<file path="config.mk">
export PLATFORM = sky130hd
export DESIGN_NAME = sample_capture
export DESIGN_NICKNAME = d
export VERILOG_FILES = /design/src/rtl/sample_capture_pkg.sv /design/src/rtl/capture_fifo.sv /design/src/rtl/sample_capture.sv
export SDC_FILE = /design/constraint.sdc
export NUM_CORES = 1
export LEC_CHECK = 0
export ABC_AREA = 1
export CORE_ASPECT_RATIO = 0.9
export CORE_MARGIN = 1
export CORE_UTILIZATION = 45
export DETAILED_ROUTE_END_ITERATION = 7
export DONT_BUFFER_PORTS = 1
export PLACE_DENSITY = 0.64
export SLEW_MARGIN = 10
export SYNTH_ARGS = -nofsm -noshare
export SYNTH_HDL_FRONTEND = slang
export SYNTH_SLANG_ARGS = --single-unit
export TNS_END_PERCENT = 20
</file>
<file path="constraint.sdc">
create_clock -name clk -period 2.6 [get_ports clk]
set_clock_uncertainty 0.2 [all_clocks]
set_input_delay 0.26 -clock clk [delete_from_list [all_inputs] [get_ports clk]]
set_output_delay 0.26 -clock clk [all_outputs]
set_load 0.01 [all_outputs]
</file>
<file path="src/rtl/sample_capture_pkg.sv">
// -----------------------------------------------------------------------------
// sample_capture_pkg
// Shared definitions for the sample capture block. It holds the capture FSM
// state encoding and the default sizing constants used by sample_capture and
// capture_fifo.
// -----------------------------------------------------------------------------
package sample_capture_pkg;

   localparam int DEF_DW          = 16;   // sample word width
   localparam int DEF_DEPTH       = 4;    // capture FIFO depth (power of two, >= 2)
   localparam int DEF_NUM_SAMPLES = 16;   // samples taken per capture run

   // Capture sequencer states
   typedef enum logic [1:0] {
      ST_IDLE  = 2'd0,   // waiting for arm
      ST_START = 2'd1,   // timer start pulse being issued
      ST_RUN   = 2'd2,   // taking samples on each timer tick
      ST_DRAIN = 2'd3    // all samples taken, waiting for FIFO to empty
   } cap_state_t;

endpackage : sample_capture_pkg

</file>
<file path="src/rtl/capture_fifo.sv">
// -----------------------------------------------------------------------------
// capture_fifo
// First-word-fall-through FIFO holding captured samples. A word pushed on an
// edge appears on dout/!empty right after that edge. dout is a register: it
// holds the last head value while the FIFO is empty and resets to zero.
// full and empty are registered flags.
//
// Ports
//   clk    in   clock, all logic on posedge
//   rstn   in   synchronous active-low reset, empties the FIFO
//   push   in   write din (ignored when full, unless popping in the same cycle)
//   pop    in   remove head word (ignored when empty)
//   din    in   DW  write data
//   dout   out  DW  head word
//   full   out  occupancy == DEPTH
//   empty  out  occupancy == 0
//   level  out  clog2(DEPTH+1)  occupancy
// -----------------------------------------------------------------------------
module capture_fifo
   import sample_capture_pkg::*;
#(
   parameter int DW    = DEF_DW,
   parameter int DEPTH = DEF_DEPTH
) (
   input  logic                         clk,
   input  logic                         rstn,
   input  logic                         push,
   input  logic                         pop,
   input  logic [DW-1:0]                din,
   output logic [DW-1:0]                dout,
   output logic                         full,
   output logic                         empty,
   output logic [$clog2(DEPTH+1)-1:0]   level
);

   localparam int AW = $clog2(DEPTH);
   localparam int LW = $clog2(DEPTH+1);

   logic [DW-1:0] mem [DEPTH];
   logic [AW-1:0] rd_ptr;
   logic [AW-1:0] wr_ptr;
   logic [AW-1:0] rd_nxt;
   logic [LW-1:0] level_nxt;
   logic          do_push;
   logic          do_pop;

   // A full FIFO still accepts a write when the head leaves on the same edge;
   // in that case wr_ptr == rd_ptr and the old head slot is reused.
   assign do_pop  = pop && !empty;
   assign do_push = push && (!full || do_pop);
   assign rd_nxt  = rd_ptr + 1'b1;

   always_comb begin
      level_nxt = level;
      case ({do_push, do_pop})
         2'b10:   level_nxt = level + 1'b1;
         2'b01:   level_nxt = level - 1'b1;
         default: level_nxt = level;
      endcase
   end

   // Storage has no reset: contents are only visible through dout, which is.
   always_ff @(posedge clk) begin
      if (do_push) mem[wr_ptr] <= din;
   end

   always_ff @(posedge clk) begin
      if (!rstn) begin
         rd_ptr <= '0;
         wr_ptr <= '0;
         level  <= '0;
         full   <= 1'b0;
         empty  <= 1'b1;
         dout   <= '0;
      end else begin
         if (do_push) wr_ptr <= wr_ptr + 1'b1;
         if (do_pop)  rd_ptr <= rd_nxt;
         level <= level_nxt;
         full  <= (level_nxt == LW'(DEPTH));
         empty <= (level_nxt == '0);

         // Registered head: load whatever becomes the head after this edge.
         // When the last word leaves and nothing arrives, dout keeps it.
         if (do_pop) begin
            if (level >= LW'(2))
               dout <= mem[rd_nxt];   // next stored word becomes head
            else if (do_push)
               dout <= din;           // sole word replaced in the same cycle
         end else if (empty && do_push) begin
            dout <= din;              // first word into an empty FIFO
         end
      end
   end

endmodule : capture_fifo

</file>
<file path="src/rtl/sample_capture.sv">
// -----------------------------------------------------------------------------
// sample_capture
// Sequences one capture run: on arm it pulses start to kick the period timer,
// then on every update_flag tick it pushes sample_in into the capture FIFO and
// re-arms the timer with another start pulse, until NUM_SAMPLES samples have
// been taken. It then waits for the consumer to drain the FIFO and pulses done.
// Samples arriving to a full FIFO are dropped, flagged by the sticky overflow,
// and still count toward the run length.
//
// Ports
//   clk          in   clock, all logic on posedge
//   rstn         in   synchronous active-low reset, priority over en
//   en           in   block enable; low freezes all state, gates start/done
//   arm          in   begin a run (only seen in IDLE)
//   update_flag  in   timer period tick (only seen in RUN)
//   sample_in    in   DW  word captured on update_flag
//   start        out  one-cycle timer (re)start pulse
//   out_data     out  DW  FIFO head word
//   out_valid    out  FIFO non-empty
//   out_ready    in   consumer accepts head
//   busy         out  sequencer not in IDLE
//   done         out  one-cycle pulse at run completion
//   overflow     out  sticky sample-dropped flag, cleared by arm
//   level        out  clog2(DEPTH+1)  FIFO occupancy
// -----------------------------------------------------------------------------
module sample_capture
   import sample_capture_pkg::*;
#(
   parameter int DW          = DEF_DW,
   parameter int DEPTH       = DEF_DEPTH,
   parameter int NUM_SAMPLES = DEF_NUM_SAMPLES
) (
   input  logic                         clk,
   input  logic                         rstn,
   input  logic                         en,
   input  logic                         arm,
   input  logic                         update_flag,
   input  logic [DW-1:0]                sample_in,
   output logic                         start,
   output logic [DW-1:0]                out_data,
   output logic                         out_valid,
   input  logic                         out_ready,
   output logic                         busy,
   output logic                         done,
   output logic                         overflow,
   output logic [$clog2(DEPTH+1)-1:0]   level
);

   localparam int CW = $clog2(NUM_SAMPLES+1);

   cap_state_t    state;
   logic [CW-1:0] cnt;
   logic [CW-1:0] cnt_inc;
   logic          start_q;
   logic          done_q;
   logic          busy_q;
   logic          ovf_q;

   logic          fifo_full;
   logic          fifo_empty;
   logic          sample;
   logic          pop;
   logic          drop;

   // A sample is taken only on a tick inside RUN while enabled.
   assign sample  = en && (state == ST_RUN) && update_flag;
   // The consumer may drain in any state.
   assign pop     = en && !fifo_empty && out_ready;
   // A push to a full FIFO survives only if the head leaves on the same edge.
   assign drop    = sample && fifo_full && !pop;
   assign cnt_inc = cnt + 1'b1;

   capture_fifo #(
      .DW    (DW),
      .DEPTH (DEPTH)
   ) u_fifo (
      .clk   (clk),
      .rstn  (rstn),
      .push  (sample),
      .pop   (pop),
      .din   (sample_in),
      .dout  (out_data),
      .full  (fifo_full),
      .empty (fifo_empty),
      .level (level)
   );

   // Sequencer. Every registered output is written alongside its transition.
   // With en low nothing moves, so a pending start/done pulse is held and
   // surfaces once the block is re-enabled.
   always_ff @(posedge clk) begin
      if (!rstn) begin
         state   <= ST_IDLE;
         cnt     <= '0;
         start_q <= 1'b0;
         done_q  <= 1'b0;
         busy_q  <= 1'b0;
         ovf_q   <= 1'b0;
      end else if (en) begin
         start_q <= 1'b0;
         done_q  <= 1'b0;
         case (state)
            ST_IDLE: begin
               if (arm) begin
                  state   <= ST_START;
                  cnt     <= '0;
                  ovf_q   <= 1'b0;
                  start_q <= 1'b1;   // high for the whole START cycle
                  busy_q  <= 1'b1;
               end
            end
            ST_START: begin
               state <= ST_RUN;
            end
            ST_RUN: begin
               if (update_flag) begin
                  cnt <= cnt_inc;
                  if (drop) ovf_q <= 1'b1;
                  // Re-arm the timer unless this was the final sample.
                  if (cnt_inc < CW'(NUM_SAMPLES))
                     start_q <= 1'b1;
                  else
                     state <= ST_DRAIN;
               end
            end
            ST_DRAIN: begin
               if (fifo_empty) begin
                  state  <= ST_IDLE;
                  done_q <= 1'b1;
                  busy_q <= 1'b0;
               end
            end
            default: begin
               state  <= ST_IDLE;
               busy_q <= 1'b0;
            end
         endcase
      end
   end

   // Pulses are suppressed while disabled.
   assign start     = start_q && en;
   assign done      = done_q && en;
   assign busy      = busy_q;
   assign overflow  = ovf_q;
   assign out_valid = !fifo_empty;

endmodule : sample_capture

</file>
=== Word-level counts from Yosys, hierarchy flattened ===
Memories as Yosys holds them, arrays and structs flattened.
Index checks and enable logic that the tools add are counted.

* Memories: 1
* Register bits after elaboration: 36
* Bits in writable memories: 64
* Output and inout port bits: 24
* Memory bits (read-only): 0
* Logic and storage cells: 85
* Input port bits: 22
* Bits in latches: 0

{| class="wikitable"
|+ Memories
! name !! words !! width !! rd ports !! clocked after Yosys merged registers in !! write ports !! RTL line !! RTL
|-
| u_fifo.mem || 4 || 16 || 1 || 0 || 1 || capture_fifo.sv:39 || <nowiki>logic [DW-1:0] mem [DEPTH];</nowiki>
|}

* Divide/modulo/power cells: 0
* Bitwise gates (word level): 0
* Order comparisons: 2
* Mux-type cells: 28
* Add/subtract/negate cells: 5
* Reduce and logical (&&, ||, !) cells: 25
* Multipliers: 0
* Shift operators: 0
* Eq/ne operators: 12

{| class="wikitable"
|+ Operators by type and width
! cell !! count
|-
| two-way mux 16 bit || 4
|-
| two-way mux 1 bit || 12
|-
| logical AND 1 bit || 11
|-
| two-way mux 5 bit || 2
|-
| one-hot mux 5 bit (2 select lines) || 1
|-
| AND reduction 5 bit || 2
|-
| two-way mux 2 bit || 4
|-
| inequality test 2 bit (second input constant) || 4
|-
| one-hot mux 2 bit (4 select lines) || 1
|-
| AND reduction 4 bit || 2
|-
| == test 2 bit (second input constant) || 3
|-
| one-hot mux 1 bit (2 select lines) || 3
|-
| one-hot mux 3 bit (2 select lines) || 1
|-
| nonzero test 2 bit || 3
|-
| adder 5 x 1 -> 5 bit (second input constant) || 1
|-
| < comparator 5 bit (second input constant) || 1
|-
| adder 2 x 1 -> 2 bit (second input constant) || 2
|-
| == test 2 x 1 -> 1 bit (second input constant) || 2
|-
| adder 3 x 1 -> 3 bit (second input constant) || 1
|-
| == test 3 bit (second input constant) || 1
|-
| greater-or-equal comparator 3 x 2 -> 1 bit (second input constant) || 1
|-
| zero test 1 bit || 3
|-
| zero test 3 bit || 1
|-
| inequality test 3 x 2 -> 1 bit (second input constant) || 1
|-
| 5 further kinds || 5
|}

=== Depth between registers and ports, before layout ===
* Depth in word-level cells: 9
* Depth in mapped cells: 14
* Mapped depth without buffers: 13

=== Hierarchy ===
Synthesis repeated with hierarchy kept, for this count alone.

* Cells, all modules: 539
* Area, all modules: 4667.0 µm²

{| class="wikitable"
|+ By module, submodules not included
! module !! sequential area each (µm²) !! area an instance (µm²) !! times used !! cells each
|-
| capture_fifo || 2422.3 || 3970.1 || 1 || 439
|-
| sample_capture || 220.2 || 696.9 || 1 || 100
|}

=== Worst setup path after synthesis ===
No wires, ideal clock.

* Kind: reg-to-reg
* From: reg state[0]
* To: reg u_fifo.full
* Setup time: 0.112 ns
* Data required time: 2.288 ns
* Data arrival time: 2.023 ns
* Period minus slack after synthesis: 2.335 ns
* Setup slack: 0.265 ns
* Buffers on the path: 1
* Stages on the path, launching flop included: 15
* Path through: dfxtp_1 inv_1 ha_1 nand2_2 nor2_4 nand2_2 buf_6 ha_1 inv_1 fa_1 a21oi_1 o21ai_0 xor2_1 nand2_1 nor2_1

* Word-level cells in the longest chain between the ends: 7
* Elaborated cells between the ends (all ways): 8
* Those cells by class: eq/ne: 4; mux: 1; reduce/logical: 3

{| class="wikitable"
|+ RTL lines
! what !! RTL line !! RTL
|-
| start: declaration || sample_capture.sv:51 || <nowiki>cap_state_t state;</nowiki>
|-
| start signal: assignment || sample_capture.sv:93 || <nowiki>state <= ST_IDLE;</nowiki>
|-
| start signal: assignment || sample_capture.sv:105 || <nowiki>state <= ST_START;</nowiki>
|-
| start signal: assignment || sample_capture.sv:113 || <nowiki>state <= ST_RUN;</nowiki>
|-
| == test 2 bit (*) || sample_capture.sv:66 || <nowiki>assign sample = en && (state == ST_RUN) && update_flag;</nowiki>
|-
| logical AND 1 bit (*) (2 in series) || sample_capture.sv:66 ||
|-
| logical AND 1 bit (*) || capture_fifo.sv:50 || <nowiki>assign do_push = push && (!full || do_pop);</nowiki>
|-
| == test 2 x 1 -> 1 bit / == test 2 bit (equally long branches) || capture_fifo.sv:55 || <nowiki>case ({do_push, do_pop})</nowiki>
|-
| one-hot mux 3 bit (2 select lines) (*) || capture_fifo.sv:55 ||
|-
| == test 3 bit (*) || capture_fifo.sv:79 || <nowiki>full <= (level_nxt == LW'(DEPTH));</nowiki>
|-
| end signal: assignment || capture_fifo.sv:79 ||
|-
| end: declaration || capture_fifo.sv:31 || <nowiki>output logic full,</nowiki>
|}

Every way passes the cells marked *; elsewhere a longest branch is shown, timed or not.
A chain may end at the register's enable or synchronous reset.

=== Worst setup path after layout ===
Same ends and word-level chain as after synthesis.

==> flow_metrics.tcl <==
set metrics [dict create \
    setup_viol 0 \
    drcViolationCount 0 \
    fmax_mhz 424.4 \
    layout_common_cells "nand2_1, edfxtp_1, dfxtp_1" \
    avgViaCountPerCell 4.931 \
    clkSlewWorstSetupHoldPaths_ns 0.10 \
    multi_input_area_um2 1563 \
    drtPass1Iterations 4 \
    synth_area_leader_cell "edfxtp_1" \
    first_global_vias 2932 \
    synth_area_per_cell_um2 9.060 \
    rows 34 \
    use_met1_pct 24.46 \
    htreeDepth 3 \
    cp_max_fo 7 \
    dpl.cell_count 612 \
    p_seq_share_pct 58.7 \
    yosysWarnings 0 \
    crit_path_end_kind "register" \
    swShare_pct 24.02 \
    start_kind "register" \
    p_leak_nw 2.091 \
    drive_above_1_share_pct 9.160 \
    fin_tns_setup_ns 0 \
    netlist_top_cells_area "edfxtp_1, nand2_1, dfxtp_1, ha_1, a21oi_1" \
    grt_max_degree 35 \
    relSlewSlack_pct 52.21 \
    antenna_found_initial 0 \
    grt_usage_pct 19.07 \
    dp_hpwl_mm 5.943 \
    pwr-share-clk_pct 32.8 \
    ys_seq_area_share_pct 59.53 \
    drt_iter0_drc 152 \
    seqCellArea_um2 2643 \
    grt_setup_unrepaired "no" \
    p_int_mw 2.258 \
    ys_ff_latch 100 \
    synthesis.nets 523 \
    fillCellCount 911 \
    met3_usage_pct 3.724 \
    cts_tree "yes" \
    num_vias 3205 \
    cts_root_buffer "clkbuf_8" \
    cts_buffers 9 \
    hp-class "primary input to register" \
    die_h_um 96.23 \
    io_pins 46 \
    hold_viol_final 0 \
    antenna_cells 0 \
    wl_per_cell_um 14.53 \
    asyncSetResetFlopFracSynth_pct 0 \
    layout_commonest_cell "nand2_1" \
    worstPathArrival_ns 2.46 \
    wirelength_mm 9.443 \
    clockBufferDepth 2 \
    place.gp.congestion 0.7466 \
    grt_overflow 0 \
    initial_utilization_pct 46.17 \
    synthDistinctLibCells 31 \
    post_cts_buffers 0 \
    fin_crit_ns 2.356 \
    slew_violations 0 \
    synth_area_um2 4439 \
    max-vdd-ir-drop_mv 0.3047 \
    whs_ns 0.01758 \
    worstSetupPathType "register to register" \
    yosysTopAreaCellShare_pct 43.29 \
    cts_sinks 100 \
    clk_latency_ns 0.36 \
    worst_slew_pin_slew_ns 0.7142 \
    maxCapViolCount 0 \
    syn_inst 490 \
    p_sw_mw 0.7138 \
    comb_power_share_pct 8.5 \
    die_x_um 106.7 \
    instances_no_fill 650 \
    busiest_layer "met2" \
    ys.flop_type "edfxtp_1" \
    io_buffers 0 \
    cp.required_ns 2.70 \
    synthToLayoutAreaGrowth_pct 12.68 \
    coreArea_um2 9614 \
    status "completed" \
    die-area_um2 10270 \
    fin_nets 552 \
    met2_usage_pct 31.56 \
    power_density_nw_per_um2 594.1 \
    timing.final.crit_share_pct 90.62 \
    grt_pass1_wl_mm 14.73 \
    ant_nets 0 \
    synth_edf_count 64 \
]
Yosys cell counts (all sizes together) (2+ instances only):
master  instances
nand2         233
edfxtp         64
dfxtp          36
inv            30
nor2           30
a21oi          27
nand3          16
buf            15
o21ai          11
ha             10
xor2            5
clkbuf          3
clkinv          2
or2             2
final timing paths:
kind,start,endpoint,slack (ns),depth (start not counted)
max reg2reg,state[0],u_fifo.full,0.24,13
min,out_ready,u_fifo.rd_ptr[1],0.02,4
max,state[0],u_fifo.full,0.24,13
min reg2reg,cnt[4],cnt[4],0.28,2
flip-flops by register name, indices dropped and copies added (netlist names):
register       count
busy               1
cnt                5
done_q             1
overflow           1
start_q            1
state              2
u_fifo.dout       16
u_fifo.empty       1
u_fifo.full        1
u_fifo.level       3
u_fifo.mem        64
u_fifo.rd_ptr      2
u_fifo.wr_ptr      2
cell type report:
cell class / instances / share of cell area, %
clock buffer: 10 / 2.551
clock inverter: 6 / 1.251
inverter: 32 / 2.426
multi-input combinational: 340 / 31.24
sequential: 100 / 52.83
tap: 126 / 3.152
timing repair buffer: 36 / 6.553
critical path: stages (launching register included):
cell and delay [ns]:
dfxtp_1 0.37, inv_1 0.08, ha_2 0.24, nand2_2 0.09, nor2_4 0.04, nand2_2 0.07, ha_1 0.14, inv_1 0.07
fa_1 0.38, a21oi_1 0.14, o21ai_0 0.11, xor2_1 0.17, nand2_1 0.09, nor2_1 0.12
repair_timing:
| item | in CTS | in global routing |
|---|---|---|
| hold buffers | 22 | 0 |
| setup endpoints to repair | 0 | 1 |
| endpoints found under the hold margin | 96 | 0 |
| gates resized for setup | 0 | 2 |
power groups by stage:
stage               Clock [mW]  Combinational, mW  Sequential, mW
floorplan                    0              0.171            1.78
global placement             0              0.201            1.78
detailed placement           0              0.207            1.78
CTS                      0.996              0.253            1.74
global route              1.05              0.293            1.75
finish                   0.975              0.253            1.74
metrics by stage:
stage | area (um2) | worst slack, ns | utilization (%) | power [mW]
6_report | 5002 | 0.2438 | 52.03 | 2.972
5_1_grt | 5002 | 0.03378 | 52.03 | 3.094
4_1_cts | 4997 | 0.1546 | 51.98 | 2.994
3_3_place_gp | 4587 | 0.3153 | 47.71 | 1.980
2_1_floorplan | 4439 | 0.2654 | - | 1.946
3_5_place_dp | 4587 | 0.2188 | 47.71 | 1.988
layer usage:
layer,up-vias,wire [um]
met5,-,0
met4,0,235
met3,14,433
met2,66,4388
met1,1504,4385
li1,1621,-
logic make-up (layout without fill, tap and decap cells):
group / count (synthesis) / in the layout / share of synthesized area [%]
simple gates: 284 / 284 / 25.51
fa+ha+maj: 11 / 11 / 3.269
compound gates: 40 / 40 / 5.384
buf+inv: 50 / 84 / 5.327
xor+xnor: 5 / 5 / 0.9864
flops: 100 / 100 / 59.53
Power figures use the tool's default switching activity.
